File: src/rtl/mem_port_arbiter_pkg.sv
// Shared state, owner and request-type codes for the memory port arbiter.
package mem_port_arbiter_pkg;

  typedef enum logic [1:0] {
    RIdle = 2'd0,
    RReq  = 2'd1,
    RWait = 2'd2
  } rd_state_e;

  typedef enum logic [1:0] {
    WIdle = 2'd0,
    WReq  = 2'd1,
    WWait = 2'd2
  } wr_state_e;

  typedef enum logic {
    OwnIf  = 1'b0,
    OwnMem = 1'b1
  } owner_e;

  localparam logic [2:0] RdTypeByte = 3'b000;
  localparam logic [2:0] RdTypeHalf = 3'b001;
  localparam logic [2:0] RdTypeWord = 3'b010;
  localparam logic [2:0] RdTypeLine = 3'b100;

endpackage

File: src/rtl/mem_port_arbiter_if.sv
// Bundle of upstream (IF/MEM) and downstream (bridge) signals around the arbiter.
interface mem_port_arbiter_if #(
  parameter int unsigned LINE_W = 128
);
  logic              IF_rd_req;
  logic [2:0]        IF_rd_type;
  logic [31:0]       IF_rd_addr;
  logic              IF_rd_rdy;
  logic              IF_ret_valid;
  logic              IF_ret_last;
  logic              MEM_rd_req;
  logic [2:0]        MEM_rd_type;
  logic [31:0]       MEM_rd_addr;
  logic              MEM_rd_rdy;
  logic              MEM_ret_valid;
  logic              MEM_ret_last;
  logic [31:0]       ret_data_out;
  logic              MEM_wr_req;
  logic [2:0]        MEM_wr_type;
  logic [31:0]       MEM_wr_addr;
  logic [3:0]        MEM_wr_wstrb;
  logic [LINE_W-1:0] MEM_wr_data;
  logic              MEM_wr_rdy;
  logic              rd_req;
  logic [2:0]        rd_type;
  logic [31:0]       rd_addr;
  logic              rd_rdy;
  logic              ret_valid;
  logic              ret_last;
  logic [31:0]       ret_data;
  logic              wr_req;
  logic [2:0]        wr_type;
  logic [31:0]       wr_addr;
  logic [3:0]        wr_wstrb;
  logic [LINE_W-1:0] wr_data;
  logic              wr_rdy;
  logic              wr_done;

  // Arbiter view.
  modport slave (
    input  IF_rd_req, IF_rd_type, IF_rd_addr,
    output IF_rd_rdy, IF_ret_valid, IF_ret_last,
    input  MEM_rd_req, MEM_rd_type, MEM_rd_addr,
    output MEM_rd_rdy, MEM_ret_valid, MEM_ret_last, ret_data_out,
    input  MEM_wr_req, MEM_wr_type, MEM_wr_addr, MEM_wr_wstrb, MEM_wr_data,
    output MEM_wr_rdy,
    output rd_req, rd_type, rd_addr,
    input  rd_rdy, ret_valid, ret_last, ret_data,
    output wr_req, wr_type, wr_addr, wr_wstrb, wr_data,
    input  wr_rdy, wr_done
  );

  // Environment view: requesters plus bus bridge.
  modport master (
    output IF_rd_req, IF_rd_type, IF_rd_addr,
    input  IF_rd_rdy, IF_ret_valid, IF_ret_last,
    output MEM_rd_req, MEM_rd_type, MEM_rd_addr,
    input  MEM_rd_rdy, MEM_ret_valid, MEM_ret_last, ret_data_out,
    output MEM_wr_req, MEM_wr_type, MEM_wr_addr, MEM_wr_wstrb, MEM_wr_data,
    input  MEM_wr_rdy,
    input  rd_req, rd_type, rd_addr,
    output rd_rdy, ret_valid, ret_last, ret_data,
    input  wr_req, wr_type, wr_addr, wr_wstrb, wr_data,
    output wr_rdy, wr_done
  );
endinterface

File: src/rtl/mem_port_arbiter_wr_channel.sv
// Data-side write channel: accepts one write, presents it downstream, waits for the response.
module mem_port_arbiter_wr_channel
  import mem_port_arbiter_pkg::*;
#(
  parameter int unsigned LINE_W = 128
) (
  input  logic              clk,
  input  logic              resetn,
  input  logic              mem_wr_req,
  input  logic [2:0]        mem_wr_type,
  input  logic [31:0]       mem_wr_addr,
  input  logic [3:0]        mem_wr_wstrb,
  input  logic [LINE_W-1:0] mem_wr_data,
  output logic              mem_wr_rdy,
  output logic              wr_req,
  output logic [2:0]        wr_type,
  output logic [31:0]       wr_addr,
  output logic [3:0]        wr_wstrb,
  output logic [LINE_W-1:0] wr_data,
  input  logic              wr_rdy,
  input  logic              wr_done,
  output logic              wr_busy
);

  wr_state_e state_q;

  assign mem_wr_rdy = (state_q == WIdle) && mem_wr_req;
  assign wr_busy    = (state_q != WIdle);

  always_ff @(posedge clk or negedge resetn) begin
    if (!resetn) begin
      state_q  <= WIdle;
      wr_req   <= 1'b0;
      wr_type  <= '0;
      wr_addr  <= '0;
      wr_wstrb <= '0;
      wr_data  <= '0;
    end else begin
      unique case (state_q)
        WIdle: begin
          if (mem_wr_req) begin
            wr_type  <= mem_wr_type;
            wr_addr  <= mem_wr_addr;
            wr_wstrb <= mem_wr_wstrb;
            wr_data  <= mem_wr_data;
            wr_req   <= 1'b1;
            state_q  <= WReq;
          end
        end
        WReq: begin
          if (wr_rdy) begin
            wr_req  <= 1'b0;
            state_q <= WWait;
          end
        end
        WWait: begin
          if (wr_done) state_q <= WIdle;
        end
        default: begin
          wr_req  <= 1'b0;
          state_q <= WIdle;
        end
      endcase
    end
  end

endmodule

File: src/rtl/mem_port_arbiter.sv
// Shares one downstream memory port between instruction reads and data reads/writes.
module mem_port_arbiter
  import mem_port_arbiter_pkg::*;
#(
  parameter int unsigned LINE_W = 128
) (
  input logic              clk,
  input logic              resetn,
  mem_port_arbiter_if.slave bus
);

  rd_state_e   state_q;
  owner_e      owner_q;
  owner_e      last_grant_q;
  logic        rd_req_q;
  logic [2:0]  rd_type_q;
  logic [31:0] rd_addr_q;
  logic        wr_busy;
  logic        if_cand;
  logic        mem_cand;
  logic        grant_if;
  logic        grant_mem;
  logic        in_wait;

  // A pending or same-cycle store keeps data-side loads out so they cannot overtake it.
  assign if_cand   = (state_q == RIdle) && bus.IF_rd_req;
  assign mem_cand  = (state_q == RIdle) && bus.MEM_rd_req && !wr_busy && !bus.MEM_wr_req;
  assign grant_if  = if_cand && (!mem_cand || (last_grant_q == OwnMem));
  assign grant_mem = mem_cand && (!if_cand || (last_grant_q == OwnIf));

  assign bus.IF_rd_rdy  = grant_if;
  assign bus.MEM_rd_rdy = grant_mem;

  assign in_wait           = (state_q == RWait) && bus.ret_valid;
  assign bus.IF_ret_valid  = in_wait && (owner_q == OwnIf);
  assign bus.IF_ret_last   = in_wait && (owner_q == OwnIf) && bus.ret_last;
  assign bus.MEM_ret_valid = in_wait && (owner_q == OwnMem);
  assign bus.MEM_ret_last  = in_wait && (owner_q == OwnMem) && bus.ret_last;
  assign bus.ret_data_out  = bus.ret_data;

  assign bus.rd_req  = rd_req_q;
  assign bus.rd_type = rd_type_q;
  assign bus.rd_addr = rd_addr_q;

  always_ff @(posedge clk or negedge resetn) begin
    if (!resetn) begin
      state_q      <= RIdle;
      owner_q      <= OwnIf;
      last_grant_q <= OwnIf;
      rd_req_q     <= 1'b0;
      rd_type_q    <= '0;
      rd_addr_q    <= '0;
    end else begin
      unique case (state_q)
        RIdle: begin
          if (grant_if || grant_mem) begin
            owner_q      <= grant_mem ? OwnMem : OwnIf;
            last_grant_q <= grant_mem ? OwnMem : OwnIf;
            rd_type_q    <= grant_mem ? bus.MEM_rd_type : bus.IF_rd_type;
            rd_addr_q    <= grant_mem ? bus.MEM_rd_addr : bus.IF_rd_addr;
            rd_req_q     <= 1'b1;
            state_q      <= RReq;
          end
        end
        RReq: begin
          if (bus.rd_rdy) begin
            rd_req_q <= 1'b0;
            state_q  <= RWait;
          end
        end
        RWait: begin
          if (bus.ret_valid && bus.ret_last) state_q <= RIdle;
        end
        default: begin
          rd_req_q <= 1'b0;
          state_q  <= RIdle;
        end
      endcase
    end
  end

  mem_port_arbiter_wr_channel #(
    .LINE_W (LINE_W)
  ) u_wr_channel (
    .clk          (clk),
    .resetn       (resetn),
    .mem_wr_req   (bus.MEM_wr_req),
    .mem_wr_type  (bus.MEM_wr_type),
    .mem_wr_addr  (bus.MEM_wr_addr),
    .mem_wr_wstrb (bus.MEM_wr_wstrb),
    .mem_wr_data  (bus.MEM_wr_data),
    .mem_wr_rdy   (bus.MEM_wr_rdy),
    .wr_req       (bus.wr_req),
    .wr_type      (bus.wr_type),
    .wr_addr      (bus.wr_addr),
    .wr_wstrb     (bus.wr_wstrb),
    .wr_data      (bus.wr_data),
    .wr_rdy       (bus.wr_rdy),
    .wr_done      (bus.wr_done),
    .wr_busy      (wr_busy)
  );

endmodule

File: src/flat_wrapper.sv
// flat-port wrapper written by rule: the top's interface ports become plain ports
module mem_port_arbiter_flat import mem_port_arbiter_pkg::*;
#(
  parameter int unsigned LINE_W = 128
)
  (clk, resetn, bus_IF_rd_req, bus_IF_rd_type, bus_IF_rd_addr, bus_IF_rd_rdy, bus_IF_ret_valid, bus_IF_ret_last, bus_MEM_rd_req, bus_MEM_rd_type, bus_MEM_rd_addr, bus_MEM_rd_rdy, bus_MEM_ret_valid, bus_MEM_ret_last, bus_ret_data_out, bus_MEM_wr_req, bus_MEM_wr_type, bus_MEM_wr_addr, bus_MEM_wr_wstrb, bus_MEM_wr_data, bus_MEM_wr_rdy, bus_rd_req, bus_rd_type, bus_rd_addr, bus_rd_rdy, bus_ret_valid, bus_ret_last, bus_ret_data, bus_wr_req, bus_wr_type, bus_wr_addr, bus_wr_wstrb, bus_wr_data, bus_wr_rdy, bus_wr_done);
  mem_port_arbiter_if #(.LINE_W(LINE_W)) bus_i ();
  input logic clk;
  input logic resetn;
  input wire logic [$bits(bus_i.IF_rd_req)-1:0] bus_IF_rd_req;
  input wire logic [$bits(bus_i.IF_rd_type)-1:0] bus_IF_rd_type;
  input wire logic [$bits(bus_i.IF_rd_addr)-1:0] bus_IF_rd_addr;
  output wire logic [$bits(bus_i.IF_rd_rdy)-1:0] bus_IF_rd_rdy;
  output wire logic [$bits(bus_i.IF_ret_valid)-1:0] bus_IF_ret_valid;
  output wire logic [$bits(bus_i.IF_ret_last)-1:0] bus_IF_ret_last;
  input wire logic [$bits(bus_i.MEM_rd_req)-1:0] bus_MEM_rd_req;
  input wire logic [$bits(bus_i.MEM_rd_type)-1:0] bus_MEM_rd_type;
  input wire logic [$bits(bus_i.MEM_rd_addr)-1:0] bus_MEM_rd_addr;
  output wire logic [$bits(bus_i.MEM_rd_rdy)-1:0] bus_MEM_rd_rdy;
  output wire logic [$bits(bus_i.MEM_ret_valid)-1:0] bus_MEM_ret_valid;
  output wire logic [$bits(bus_i.MEM_ret_last)-1:0] bus_MEM_ret_last;
  output wire logic [$bits(bus_i.ret_data_out)-1:0] bus_ret_data_out;
  input wire logic [$bits(bus_i.MEM_wr_req)-1:0] bus_MEM_wr_req;
  input wire logic [$bits(bus_i.MEM_wr_type)-1:0] bus_MEM_wr_type;
  input wire logic [$bits(bus_i.MEM_wr_addr)-1:0] bus_MEM_wr_addr;
  input wire logic [$bits(bus_i.MEM_wr_wstrb)-1:0] bus_MEM_wr_wstrb;
  input wire logic [$bits(bus_i.MEM_wr_data)-1:0] bus_MEM_wr_data;
  output wire logic [$bits(bus_i.MEM_wr_rdy)-1:0] bus_MEM_wr_rdy;
  output wire logic [$bits(bus_i.rd_req)-1:0] bus_rd_req;
  output wire logic [$bits(bus_i.rd_type)-1:0] bus_rd_type;
  output wire logic [$bits(bus_i.rd_addr)-1:0] bus_rd_addr;
  input wire logic [$bits(bus_i.rd_rdy)-1:0] bus_rd_rdy;
  input wire logic [$bits(bus_i.ret_valid)-1:0] bus_ret_valid;
  input wire logic [$bits(bus_i.ret_last)-1:0] bus_ret_last;
  input wire logic [$bits(bus_i.ret_data)-1:0] bus_ret_data;
  output wire logic [$bits(bus_i.wr_req)-1:0] bus_wr_req;
  output wire logic [$bits(bus_i.wr_type)-1:0] bus_wr_type;
  output wire logic [$bits(bus_i.wr_addr)-1:0] bus_wr_addr;
  output wire logic [$bits(bus_i.wr_wstrb)-1:0] bus_wr_wstrb;
  output wire logic [$bits(bus_i.wr_data)-1:0] bus_wr_data;
  input wire logic [$bits(bus_i.wr_rdy)-1:0] bus_wr_rdy;
  input wire logic [$bits(bus_i.wr_done)-1:0] bus_wr_done;
  assign bus_i.IF_rd_req = bus_IF_rd_req;
  assign bus_i.IF_rd_type = bus_IF_rd_type;
  assign bus_i.IF_rd_addr = bus_IF_rd_addr;
  assign bus_IF_rd_rdy = bus_i.IF_rd_rdy;
  assign bus_IF_ret_valid = bus_i.IF_ret_valid;
  assign bus_IF_ret_last = bus_i.IF_ret_last;
  assign bus_i.MEM_rd_req = bus_MEM_rd_req;
  assign bus_i.MEM_rd_type = bus_MEM_rd_type;
  assign bus_i.MEM_rd_addr = bus_MEM_rd_addr;
  assign bus_MEM_rd_rdy = bus_i.MEM_rd_rdy;
  assign bus_MEM_ret_valid = bus_i.MEM_ret_valid;
  assign bus_MEM_ret_last = bus_i.MEM_ret_last;
  assign bus_ret_data_out = bus_i.ret_data_out;
  assign bus_i.MEM_wr_req = bus_MEM_wr_req;
  assign bus_i.MEM_wr_type = bus_MEM_wr_type;
  assign bus_i.MEM_wr_addr = bus_MEM_wr_addr;
  assign bus_i.MEM_wr_wstrb = bus_MEM_wr_wstrb;
  assign bus_i.MEM_wr_data = bus_MEM_wr_data;
  assign bus_MEM_wr_rdy = bus_i.MEM_wr_rdy;
  assign bus_rd_req = bus_i.rd_req;
  assign bus_rd_type = bus_i.rd_type;
  assign bus_rd_addr = bus_i.rd_addr;
  assign bus_i.rd_rdy = bus_rd_rdy;
  assign bus_i.ret_valid = bus_ret_valid;
  assign bus_i.ret_last = bus_ret_last;
  assign bus_i.ret_data = bus_ret_data;
  assign bus_wr_req = bus_i.wr_req;
  assign bus_wr_type = bus_i.wr_type;
  assign bus_wr_addr = bus_i.wr_addr;
  assign bus_wr_wstrb = bus_i.wr_wstrb;
  assign bus_wr_data = bus_i.wr_data;
  assign bus_i.wr_rdy = bus_wr_rdy;
  assign bus_i.wr_done = bus_wr_done;
  mem_port_arbiter #(.LINE_W(LINE_W)) u_core (.clk(clk), .resetn(resetn), .bus(bus_i));
endmodule
File: config.mk
export PLATFORM = sky130hd
export DESIGN_NAME = mem_port_arbiter_flat
export DESIGN_NICKNAME = d
export VERILOG_FILES = /design/src/rtl/mem_port_arbiter_pkg.sv /design/src/rtl/mem_port_arbiter_if.sv /design/src/rtl/mem_port_arbiter_wr_channel.sv /design/src/rtl/mem_port_arbiter.sv /design/src/flat_wrapper.sv
export SDC_FILE = /design/constraint.sdc
export NUM_CORES = 1
export LEC_CHECK = 0
export ABC_AREA = 1
export CORE_AREA = 4 4 201 203
export CTS_CLUSTER_DIAMETER = 40
export DETAILED_ROUTE_END_ITERATION = 12
export DIE_AREA = 0 0 205 207
export HOLD_SLACK_MARGIN = 0.1
export PLACE_DENSITY = 0.51
export SYNTH_ARGS = -nofsm -noshare
export SYNTH_HDL_FRONTEND = slang
export SYNTH_HIERARCHICAL = 1
export SYNTH_SLANG_ARGS = --single-unit
export TNS_END_PERCENT = 30
File: constraint.sdc
create_clock -name clk -period 2.7 [get_ports clk]
set_input_delay 0.54 -clock clk [delete_from_list [all_inputs] [get_ports clk]]
set_output_delay 0.54 -clock clk [all_outputs]
set_load 0.005 [all_outputs]
==> results of run 1 <==
state kept, by name, summed over array words and instances, names as in the netlist:
signal,flops
u_core/bus.rd_addr,32
u_core/last_grant_q,1
u_core/bus.rd_req,1
u_core/u_wr_channel/wr_wstrb,4
u_core/u_wr_channel/wr_addr,32
u_core/u_wr_channel/wr_data,128
u_core/u_wr_channel/wr_type,3
u_core/bus.rd_type,3
u_core/u_wr_channel/wr_req,1
u_core/state_q,2
u_core/u_wr_channel/state_q,2
kinds of logic after synthesis:
family,Yosys count,synth area share [%]
and+or+nand+nor,671,33.2
AOI/OAI and AO/OA,6,0.340
buffers and inverters,114,7.28
DFF,209,59.2
power by group through the flow:
stage                     clock [mW]  combinational, mW  sequential [mW]
final                           5.46               7.20             5.53
after global routing            5.76               7.95             5.72
after CTS                       5.60               7.36             5.54
after detailed placement           0               7.27             5.55
after global placement             0               7.25             5.52
after floorplan                    0               2.71             5.62
final cells by class:
| type | count | area [µm²] | share of cell area, % |
|---|---|---|---|
| Multi-Input combinational cell | 677 | 2990 | 19.6 |
| Inverter | 12 | 45.0 | 0.296 |
| Antenna cell | 1 | 2.50 | 0.0164 |
| Timing Repair Buffer | 474 | 4790 | 31.5 |
| Clock inverter | 23 | 258 | 1.69 |
| Sequential cell | 209 | 5230 | 34.4 |
| Clock buffer | 58 | 1260 | 8.26 |
| Tap cell | 518 | 648 | 4.26 |
worst max-delay path: stages (launching register included):
cell	delay (ns)
dfrtp_1	0.44
inv_1	0.10
nand3_1	0.16
nor3_1	0.18
clkdlybuf4s50_1	0.54
layout by cell type (no fill, tap or decap), types with 3 or more instances in the layout:
cell,Yosys,final
clkbuf_8,0,6
clkinvlp_4,0,5
clkinv_4,0,5
nor2_4,2,3
clkbuf_16,0,46
bufinv_16,0,4
o21ai_0,4,4
nand2_1,380,379
clkbuf_1,22,6
dfrtp_1,209,209
inv_2,3,4
clkinv_2,0,8
buf_4,34,10
buf_12,0,6
inv_1,9,8
clkdlybuf4s50_1,0,452
nand2_4,2,3
nand3_1,278,278
repair_timing:
item | in CTS | in global routing
setup endpoints to repair | 3 | 2
buffers inserted | 3 | 0
pin swaps | 4 | 2
endpoints found under the hold margin | 45 | 0
hold buffers | 1 | 0
resized for setup | 9 | 2
worst min-delay path by stage:
stage	end	slack (ns)	cells past startpoint
floorplan	u_core/bus.rd_addr[0]	0.24	0
global placement	u_core/u_wr_channel/wr_data[103]	0.45	2
detailed placement	u_core/u_wr_channel/wr_addr[31]	0.46	2
CTS	u_core/u_wr_channel/wr_data[13]	0.47	2
global route	u_core/u_wr_channel/wr_data[66]	0.48	2
finish	u_core/u_wr_channel/wr_data[13]	0.46	2
routing by layer:
| layer | vias up | wire (µm) | part of all wire, % | track usage, % |
|---|---|---|---|---|
| met1 | 4007 | 13600 | 39 | 18.5 |
| li1 | 4075 | - | - | - |
| met4 | 2 | 1070 | 3.1 | 5.66 |
| met3 | 74 | 4150 | 12 | 7.71 |
| met2 | 410 | 15900 | 46 | 24.7 |
| met5 | - | 13 | 0.038 | 0 |
through the flow:
step,setup WS (ns),instances,hold slack [ns]
final,0.210,1972,0.464
after global routing,0.0408,1972,0.482
after CTS,0.0205,1971,0.468
after detailed placement,0.155,1886,0.457
after global placement,0.204,1886,0.452
after floorplan,0.514,1000,0.244
==> metrics.md, run 1 <==
| Metric | Value |
|---|---|
| Die height | 207 µm |
| Floorplan die area | approximately 42,000 µm² |
| Count of max-cap constraint violations | 0 |
| First-pass GRT wire length | about 53 mm |
| Antenna-violating nets left | 0 |
| Path type of the worst setup path | flop to output pin |
| Share of synthesized area occupied by flip-flops and latches | 59.2% |
| Startpoint type of the worst setup path | flop |
| Part of the total power dissipated in sequential elements | 30.4% |
| H-Tree Level Count | 2 |
| Fraction of synthesized cell area taken by the top area cell type | 59.2% |
| Worst Max-Slew Pin Slew | slightly above 1 ns |
| Nature of the critical path endpoint | output pin |
| Max-slew violations | 0 |
| Post-Synthesis Mean Instance Area | approximately 8.8 µm² |
| Unique cell type count in the Yosys netlist | 21 |
| Clock tree from TritonCTS | done |
| Number of synthesis warnings | 6 |
| Library cell with the largest summed area after synthesis | dfrtp_1 |
| Comb power frac | slightly below 40% |
| DR iter-0 viols | between 400 and 500 |
| Worst endpoint data arrival time | ~2.0 ns |
| Synth cell count leaders | nand2_1, nand3_1, dfrtp_1 |
| # rows | 72 |
| Cell internal pwr | around 12 mW |
| Initial Utilization | between 20% and 30% |
| Post-CTS clock slew at the launch and capture registers of the worst setup and hold paths | roughly 0.050 ns |
| Vias in the first global route | just under 9k |
| Final Setup Violations | 0 |
| Combined global-route utilization of all metal layers | around 16% |
| Dominant synthesized flop cell | dfrtp_1 |
| Post-Route Utilization | approximately two fifths |
| Fraction of layout cells with a size suffix above 1 | under 10% |
| Total power divided by cell area | ~1200 nW/µm² |
| Cells after synthesis | roughly 1k |
| Largest net degree at the start of global routing | 170 |
| Via count normalized by instance count | 4.34 |
| Required time of the critical path | about 2.2 ns |
| DRC violation count after routing | 0 |
| Buffer type at the clock tree root | clkbuf_16 |
| Worst Path Max Fanout | 4 |
| IO Port Bufs | ~460 |
| Capturing element of the worst setup path | bus_IF_ret_last |
| Synth async-reset ratio | 100% |
| Floorplan core area | slightly below 40,000 µm² |
| Register-to-register setup slack | roughly 0.74 ns |
| Design Power | approximately 18 mW |
| Initial antenna violation count | 2 |
| Number of filler instances in the final layout | a little under 4k |
| Source of the worst hold timing path | u_core/u_wr_channel/wr_data[13] |
| Fraction of power consumed by the clock network | between 30% and 40% |
| Maximum clock skew at final layout | approximately 0.014 ns |
| Global route overflow | 0 |
| Run status | finished, final reports clean |
| Top Ports | ~520 |
| Timing startpoint of the critical path | u_core/state_q[0] |
| R2R Path End | u_core/u_wr_channel/wr_data[45] |
| Instance area at placement | roughly 14,000 µm² |
| Net count, final | 1,697 |
| Largest cells by area after synthesis | dfrtp_1, nand2_1, nand3_1 |
| Worst min-delay path category | flop to flop |
| Total clock sinks | ~210 |
| Post-detailed-routing wire length | approximately 35 mm |
| Worst rel slew slack | between 30% and 40% |
| Cell area after technology mapping | roughly 8800 µm² |
| Count of TritonRoute iterations in the first routing pass | 4 |
| Peak ir drop on the vdd network | around 0.00060 V |
| Number of buffers inserted during clock tree synthesis | between 40 and 50 |
| Total number of vias | approximately 8.6k |
| Setup repair after global routing missed its margin | no |
| Area growth from synthesis to layout | 72.3% |
| Count of flip-flops with a built-in enable after synthesis | 0 |
| Total leakage power | just over 7 nW |
| Fmax achieved | around 400 MHz |
| Mapped Nets | 1,279 |
| Wire length per cell after detailed routing | around 18 µm |
| Most repeated cell in the gate-level netlist after synthesis | nand2_1 |
| Net Sw Frac | between 30% and 40% |
| Clock latency on the worst-skew pair | ~0.55 ns |
| Maximum root-to-sink buffer count | 3 |
| Layout Cell Area excl Fill | ~15,000 µm² |
| Global placer's final weighted congestion | about 0.81 |
| Number of cells on the worst reg-to-reg path | 6 |
| Period utilization | between 90 and 100% |
| Start of the worst register-to-register path | u_core/u_wr_channel/state_q[0] |
| Die width | 205 µm |
| NetSw | ~6 mW |
| Synthesized flop and latch total | roughly 210 |
| Final Hold Vio Count | 0 |
| Fin crit period | 2.49 ns |
| Setup TNS Final | 0 ns |
| DPL Wire Length | 23.4 mm |
No activity file was read; power rests on OpenSTA's default activity.
==> run 2: changes to the inputs <==
--- a/config.mk
+++ b/config.mk
@@ -6,12 +6,12 @@
 export NUM_CORES = 1
 export LEC_CHECK = 0
 export ABC_AREA = 1
-export CORE_AREA = 4 4 201 203
+export CORE_AREA = 2 2 205 207
 export CTS_CLUSTER_DIAMETER = 40
 export DETAILED_ROUTE_END_ITERATION = 12
-export DIE_AREA = 0 0 205 207
+export DIE_AREA = 0 0 207 209
 export HOLD_SLACK_MARGIN = 0.1
-export PLACE_DENSITY = 0.51
+export PLACE_DENSITY = 0.49
 export SYNTH_ARGS = -nofsm -noshare
 export SYNTH_HDL_FRONTEND = slang
 export SYNTH_HIERARCHICAL = 1
==> metrics.md, run 2 (synthesis gave the netlist of run 1 again) <==
| Metric | Value |
|---|---|
| Largest net degree at the start of global routing | between 150 and 200 |
| Top Ports | approximately 520 |
| Required time of the critical path | between 2 and 2.5 ns |
| Worst endpoint data arrival time | between 1.5 and 2 ns |
| Path type of the worst setup path | flop to output pin |
| Total power divided by cell area | roughly 1200 nW/µm² |
| Initial antenna violation count | 1 |
| Final Setup Violations | 0 |
| Cell internal pwr | approximately 12 mW |
| Commonest cells after routing, fill and taps aside | clkdlybuf4s50_1, nand2_1, nand3_1 |
| Die height | approximately 210 µm |
| Flip-flop count of the largest register after layout | 128 |
| Floorplan die area | 43,300 µm² |
| Global route overflow | 0 |
| Count of max-cap constraint violations | 0 |
| Run status | finished, final reports clean |
| Global placer's final weighted congestion | around 0.75 |
| Area growth from synthesis to layout | 73.2% |
| Combined global-route utilization of all metal layers | about 16% |
| Fmax achieved | 397 MHz |
| IO Port Bufs | ~460 |
| DRC violation count after routing | 0 |
| Net count, final | 1,700 |
| Worst min-delay path category | flop to flop |
| Buffer type at the clock tree root | clkbuf_16 |
| Period utilization | around 93% |
| Final Hold Vio Count | 0 |
| Fraction of layout cells with a size suffix above 1 | roughly 7.4% |
| Max-slew violations | 0 |
| Maximum root-to-sink buffer count | 3 |
| Clock tree from TritonCTS | done |
| Commonest non-fill, non-tap cell in the layout | clkdlybuf4s50_1 |
| DR iter-0 viols | 417 |
| Total leakage power | approximately 7.1 nW |
| Worst Max-Slew Pin Slew | about 0.91 ns |
| Count of TritonRoute iterations in the first routing pass | 5 |
| Part of the total power dissipated in sequential elements | a little under a third |
| H-Tree Level Count | 2 |
| Post-Route Utilization | between 30% and 40% |
| Die width | 207 µm |
| First-pass GRT wire length | 53.3 mm |
| Setup repair after global routing missed its margin | no |
| Antenna-violating nets left | 0 |
| Setup TNS Final | 0 ns |
| Maximum clock skew at final layout | between 0.01 and 0.015 ns |
| Nature of the critical path endpoint | output pin |
| Via count normalized by instance count | roughly 4.3 |
| Post-detailed-routing wire length | around 35 mm |
| # rows | 75 |
| NetSw | about 6 mW |
| Net Sw Frac | approximately a third |
| Register ranked first by flip-flop count | u_core/u_wr_channel/wr_data |
| Number of buffers inserted during clock tree synthesis | ~40 |
| Total number of vias | roughly 8.6k |
| Wire length per cell after detailed routing | around 17 µm |
| Startpoint type of the worst setup path | flop |
| Fraction of power consumed by the clock network | just under 30% |
| Total clock sinks | between 200 and 250 |
| Post-CTS clock slew at the launch and capture registers of the worst setup and hold paths | ~0.050 ns |
| Peak ir drop on the vdd network | 0.000705 V |
| Fin crit period | approximately 2.5 ns |
| DPL Wire Length | roughly 22 mm |
| Initial Utilization | a little over a fifth |
| Comb power frac | roughly 40% |
| Worst Path Max Fanout | 4 |
| Floorplan core area | ~41,000 µm² |
| Clock latency on the worst-skew pair | ~0.55 ns |
| Worst rel slew slack | 39.4% |
| Vias in the first global route | about 8.8k |
## run 2: power groups by stage
stage          sequential (mW)  clock [mW]  combinational [mW]
6_report                  5.51        5.28                7.49
2_1_floorplan             5.62           0                2.71
5_1_grt                   5.70        5.58                8.19
3_5_place_dp              5.53           0                7.20
4_1_cts                   5.52        5.42                7.60
3_3_place_gp              5.51           0                7.18
## run 2: routing by layer
metal  GRT usage (%)  part of all wire [%]  wire length (µm)  up-vias
li1                -                     -                 -     4079
met1            19.2                    42             14500     4063
met2            24.7                    46             15900      365
met3            5.71                   9.0              3120       84
met4            6.80                   3.3              1140        2
met5               0                 0.037                13        -
## run 2: area by class of cell
type                       count  area [µm²]
clock inverter                25         315
fill                        4239       26000
inverter                      12        45.0
timing repair buffer         480        4920
antenna                        1        2.50
tap                          539         674
multi-input combinational    677        2990
clock buffer                  50        1120
sequential                   209        5230
## run 2: worst max-delay path: stages (launching register included)
cell             delay (ns)
dfrtp_1                0.43
inv_1                  0.09
nand3_1                0.12
nor3_1                 0.23
clkdlybuf4s50_1        0.56
## run 2: path summary, 6_finish.rpt
kind,start,endpoint,slack [ns],cells past startpoint
setup / recovery,u_core/state_q[0],bus_MEM_ret_last,0.18,4
hold / removal,u_core/u_wr_channel/wr_type[1],u_core/u_wr_channel/wr_type[1],0.46,2
setup reg to reg,u_core/u_wr_channel/state_q[0],u_core/bus.rd_addr[3],0.71,10
hold reg to reg,u_core/u_wr_channel/wr_type[1],u_core/u_wr_channel/wr_type[1],0.46,2
max in group asynchronous,resetn,u_core/u_wr_channel/wr_data[25],1.45,3
min in group asynchronous,resetn,u_core/last_grant_q,0.59,2
## run 2: timing repair
action / 4_1_cts / 5_1_grt
pin swaps: 3 / 3
resized for setup: 7 / 2
endpoints found under the hold margin: 57 / 0
cloned: 2 / 0
hold buffers: 1 / 0
setup buffers: 6 / 1
endpoints found under the setup margin: 3 / 1
## run 2: metrics by stage
step,hold slack [ns],instance area (µm²),std cells,total power [mW],setup slack [ns]
after floorplan,0.244,8830,1000,8.33,0.514
after global placement,0.453,13700,1907,12.7,0.201
after detailed placement,0.457,13700,1907,12.7,0.213
after CTS,0.468,15300,1991,18.5,0.0166
after global routing,0.480,15300,1992,19.5,0.0260
final,0.463,15300,1993,18.3,0.178
==> run 3: changes to the inputs <==
--- a/config.mk
+++ b/config.mk
@@ -12,6 +12,7 @@
 export DIE_AREA = 0 0 207 209
 export HOLD_SLACK_MARGIN = 0.1
 export PLACE_DENSITY = 0.49
+export SLEW_MARGIN = 20
 export SYNTH_ARGS = -nofsm -noshare
 export SYNTH_HDL_FRONTEND = slang
 export SYNTH_HIERARCHICAL = 1
==> results of run 3 <==
Same layout as run 2: the final DEF is identical, and so are final timing and power.
==> RTL change (flow settings as in run 1) <==
`LINE_W` is set to 128 in 4 places; all go to 132.
--- a/src/rtl/mem_port_arbiter_if.sv
+++ b/src/rtl/mem_port_arbiter_if.sv
@@ -1,5 +1,5 @@
 // Bundle of upstream (IF/MEM) and downstream (bridge) signals around the arbiter.
 interface mem_port_arbiter_if #(
-  parameter int unsigned LINE_W = 128
+  parameter int unsigned LINE_W = 132
 );
   logic              IF_rd_req;
--- a/src/rtl/mem_port_arbiter_wr_channel.sv
+++ b/src/rtl/mem_port_arbiter_wr_channel.sv
@@ -3,5 +3,5 @@
   import mem_port_arbiter_pkg::*;
 #(
-  parameter int unsigned LINE_W = 128
+  parameter int unsigned LINE_W = 132
 ) (
   input  logic              clk,
--- a/src/rtl/mem_port_arbiter.sv
+++ b/src/rtl/mem_port_arbiter.sv
@@ -3,5 +3,5 @@
   import mem_port_arbiter_pkg::*;
 #(
-  parameter int unsigned LINE_W = 128
+  parameter int unsigned LINE_W = 132
 ) (
   input logic              clk,
--- a/src/flat_wrapper.sv
+++ b/src/flat_wrapper.sv
@@ -2,5 +2,5 @@
 module mem_port_arbiter_flat import mem_port_arbiter_pkg::*;
 #(
-  parameter int unsigned LINE_W = 128
+  parameter int unsigned LINE_W = 132
 )
   (clk, resetn, bus_IF_rd_req, bus_IF_rd_type, bus_IF_rd_addr, bus_IF_rd_rdy, bus_IF_ret_valid, bus_IF_ret_last, bus_MEM_rd_req, bus_MEM_rd_type, bus_MEM_rd_addr, bus_MEM_rd_rdy, bus_MEM_ret_valid, bus_MEM_ret_last, bus_ret_data_out, bus_MEM_wr_req, bus_MEM_wr_type, bus_MEM_wr_addr, bus_MEM_wr_wstrb, bus_MEM_wr_data, bus_MEM_wr_rdy, bus_rd_req, bus_rd_type, bus_rd_addr, bus_rd_rdy, bus_ret_valid, bus_ret_last, bus_ret_data, bus_wr_req, bus_wr_type, bus_wr_addr, bus_wr_wstrb, bus_wr_data, bus_wr_rdy, bus_wr_done);
Interface: changed (resized bus_MEM_wr_data and bus_wr_data); port bits go from 522 to 530. No check against the original RTL was run, so the function may have changed too.
==> RTL change against run 1 <==
- design area grew 1.3%
- wire length grew 3.3%
- power grew 1.1%
- worst setup slack lost 0.10 ns
- cell count grew 0.86%
- register-to-register slack lost 0.03 ns
- critical path depth grew 4
- sequential cell count grew 4
- area after synthesis grew 3.2%
- critical path type unchanged
- largest cell class unchanged
==> RTL change: results (changes against run 1) <==
GRT
  – Antenna violations before repair: 1 (-1)
  – First-pass GRT wire length: 54.88 mm (+3.8%)
  – GRT Resource Usage Total: 16.23% (+0.55 points)
  – Number of global-route vias before repair: 8977 (+2.3%)
  – Pin count of the biggest net entering global routing: 174 (+2.4%)

Synthesis
  – Seq/Total Area, Yosys: 58.49% (-0.73 points)
  – Post-synth EDFFs: 0 (unchanged)
  – Top cells by count, synth: 389 x nand2_1, 272 x nand3_1, 213 x dfrtp_1
  – Syn Nets: 1301 (+1.7%)
  – Dominant synthesized flop cell: dfrtp_1
  – FFs w/ async S/R, synth: 100.0% (unchanged)
  – Ys Warns: 6 (unchanged)
  – Distinct cell type count after synthesis: 20 (-4.8%)
  – Largest cells by area after synthesis: dfrtp_1 58%, nand2_1 16%, nand3_1 15%

Place
  – Pre-CTS setup slack: 0.1725 ns (+0.01772 ns)
  – DPL Wire Length: 24.66 mm (+5.4%)
  – Routability cong.: 0.8194 (+1.3%)
  – Port Buf Inserts: 465 (+1.8%)

Timing
  – Worst hold slack: 0.4645 ns (+0.0001770 ns)
  – Clock Skew: 0.01406 ns (+0.00009760 ns)
  – Worst-Margin Slew: 1.203 ns (+0.1664 ns)

Clocking
  – CTS max path bufs: 3 (unchanged)
  – Clk Latency, worst-skew pair: 0.52 ns (-0.03 ns)
  – CTS Buf Count: 41 (-6.8%)
  – Worst-path clk slew: 0.05 ns (about the same)
  – CTS H-tree depth: 2 (unchanged)
  – CTS Root Cell: clkbuf_16

Power and ir drop
  – VDD IR-drop max: 0.0006409 V (+6.3%)
  – P_leak: 7.151 nW (+1.0%)

Setup path
  – Worst reg-to-reg path cell count: 5 (-1)
  – CP max stage delay: 0.49 ns (-0.05 ns)
  – Worst path arrival time: 2.05 ns (+0.10 ns)
  – FF-to-FF setup slack: 0.71 ns (-0.03 ns)
  – FF-to-FF End: u_core/u_wr_channel/wr_data[88]
  – CP Max Fanout: 4 (unchanged)
  – Reg2reg start: u_core/u_wr_channel/state_q[1]
  – Crit-path slowest cell: clkdlybuf4s50_1

Min path
  – Hold path depth: 2 (unchanged)
  – Start point of the worst hold path: u_core/u_wr_channel/wr_data[43]
  – Hold EP: u_core/u_wr_channel/wr_data[43]
  – Hold Path Class: reg -> reg

Route
  – Pre-Repair DR Iteration Count: 5 (+1)
  – Final WL: 35.79 mm (+3.3%)
  – Via count: 8646 (+0.91%)
  – DR iter-0 viols: 591 (+35%)

Final layout
  – Biggest register: u_core/u_wr_channel/wr_data
  – Share of layout cells above drive strength 1: 7.478% (+0.18 points)
  – Filler cells: 3930 (+1.3%)
  – Max reg flops: 132 (+3.1%)
  – # diodes: 0 (-1)
  – Final nets: 1723 (+1.5%)

Run status
  – Outcome: complete, no violations
## RTL change: cell count changes after synthesis, sizes merged
cell / before / now
nand2: 383 / 391
nand3: 279 / 283
buf: 80 / 94
dfrtp: 209 / 213
clkbuf: 22 / 10
## RTL change: worst max-delay path by stage
stage	from	end	slack, ns
6_report	u_core/u_wr_channel/state_q[1]	bus_MEM_rd_rdy	0.11
3_5_place_dp	bus_MEM_rd_req	bus_IF_rd_rdy	0.17
2_1_floorplan	u_core/u_wr_channel/state_q[0]	bus_MEM_rd_rdy	0.53
4_1_cts	u_core/u_wr_channel/state_q[1]	bus_MEM_rd_rdy	0.02
3_3_place_gp	bus_MEM_rd_req	bus_IF_rd_rdy	0.16
5_1_grt	u_core/state_q[0]	bus_IF_rd_rdy	-0.002
## RTL change: cell families (layout without fill, tap and decap cells)
kind of cell	count (synthesis)	count (layout)	share of synthesized area [%]
simple gates	683	683	33.12
buf+inv	116	569	8.060
flops	213	213	58.49
compound gates	6	6	0.3294
## RTL change: through the flow
stage | instance area, µm² | instances
floorplan | 9112 | 1018
global placement | 13920 | 1913
detailed placement | 13920 | 1913
CTS | 15400 | 1989
global route | 15410 | 1989
finish | 15410 | 1989
## RTL change: critical path: cells and delay by family, from the launching register on
family	cells	cell delay (ns)
buffers and inverters	3	0.61
and+or+nand+nor	5	0.51
DFF	1	0.42
## RTL change: report_power, final
group / switching (W) / total, W / internal (W)
Combinational: 0.00349 / 0.00735 / 0.00386
Sequential: 0.000859 / 0.00562 / 0.00476
Clock: 0.00172 / 0.00541 / 0.00369
Total: 0.00607 / 0.0184 / 0.0123
## RTL change: what timing repair did
action / in CTS / in global routing
buffers inserted: 1 / 0
endpoints found under the setup margin: 2 / 2
endpoints found under the hold margin: 71 / 0
hold buffers: 1 / 0
gates resized for setup: 2 / 2
## RTL change: metal layers
layer | part of all wire, % | GRT usage [%] | wire length (µm)
met5 | 0.053 | 0 | 19
met4 | 2.3 | 4.528 | 814
met3 | 11 | 6.459 | 3783
met2 | 47 | 26.56 | 16870
met1 | 40 | 19.87 | 14300
## RTL change: layout make-up
cell class              count  area (µm²)  share of cell area, %
clock buffers              50        1110                  7.200
flip-flops and latches    213        5330                  34.58
repair buffers            483        4848                  31.46
clock inverters            24       354.1                  2.297
inverters                  12       45.04                 0.2922
well taps                 518       648.1                  4.205
multi-input cells         689        3078                  19.97
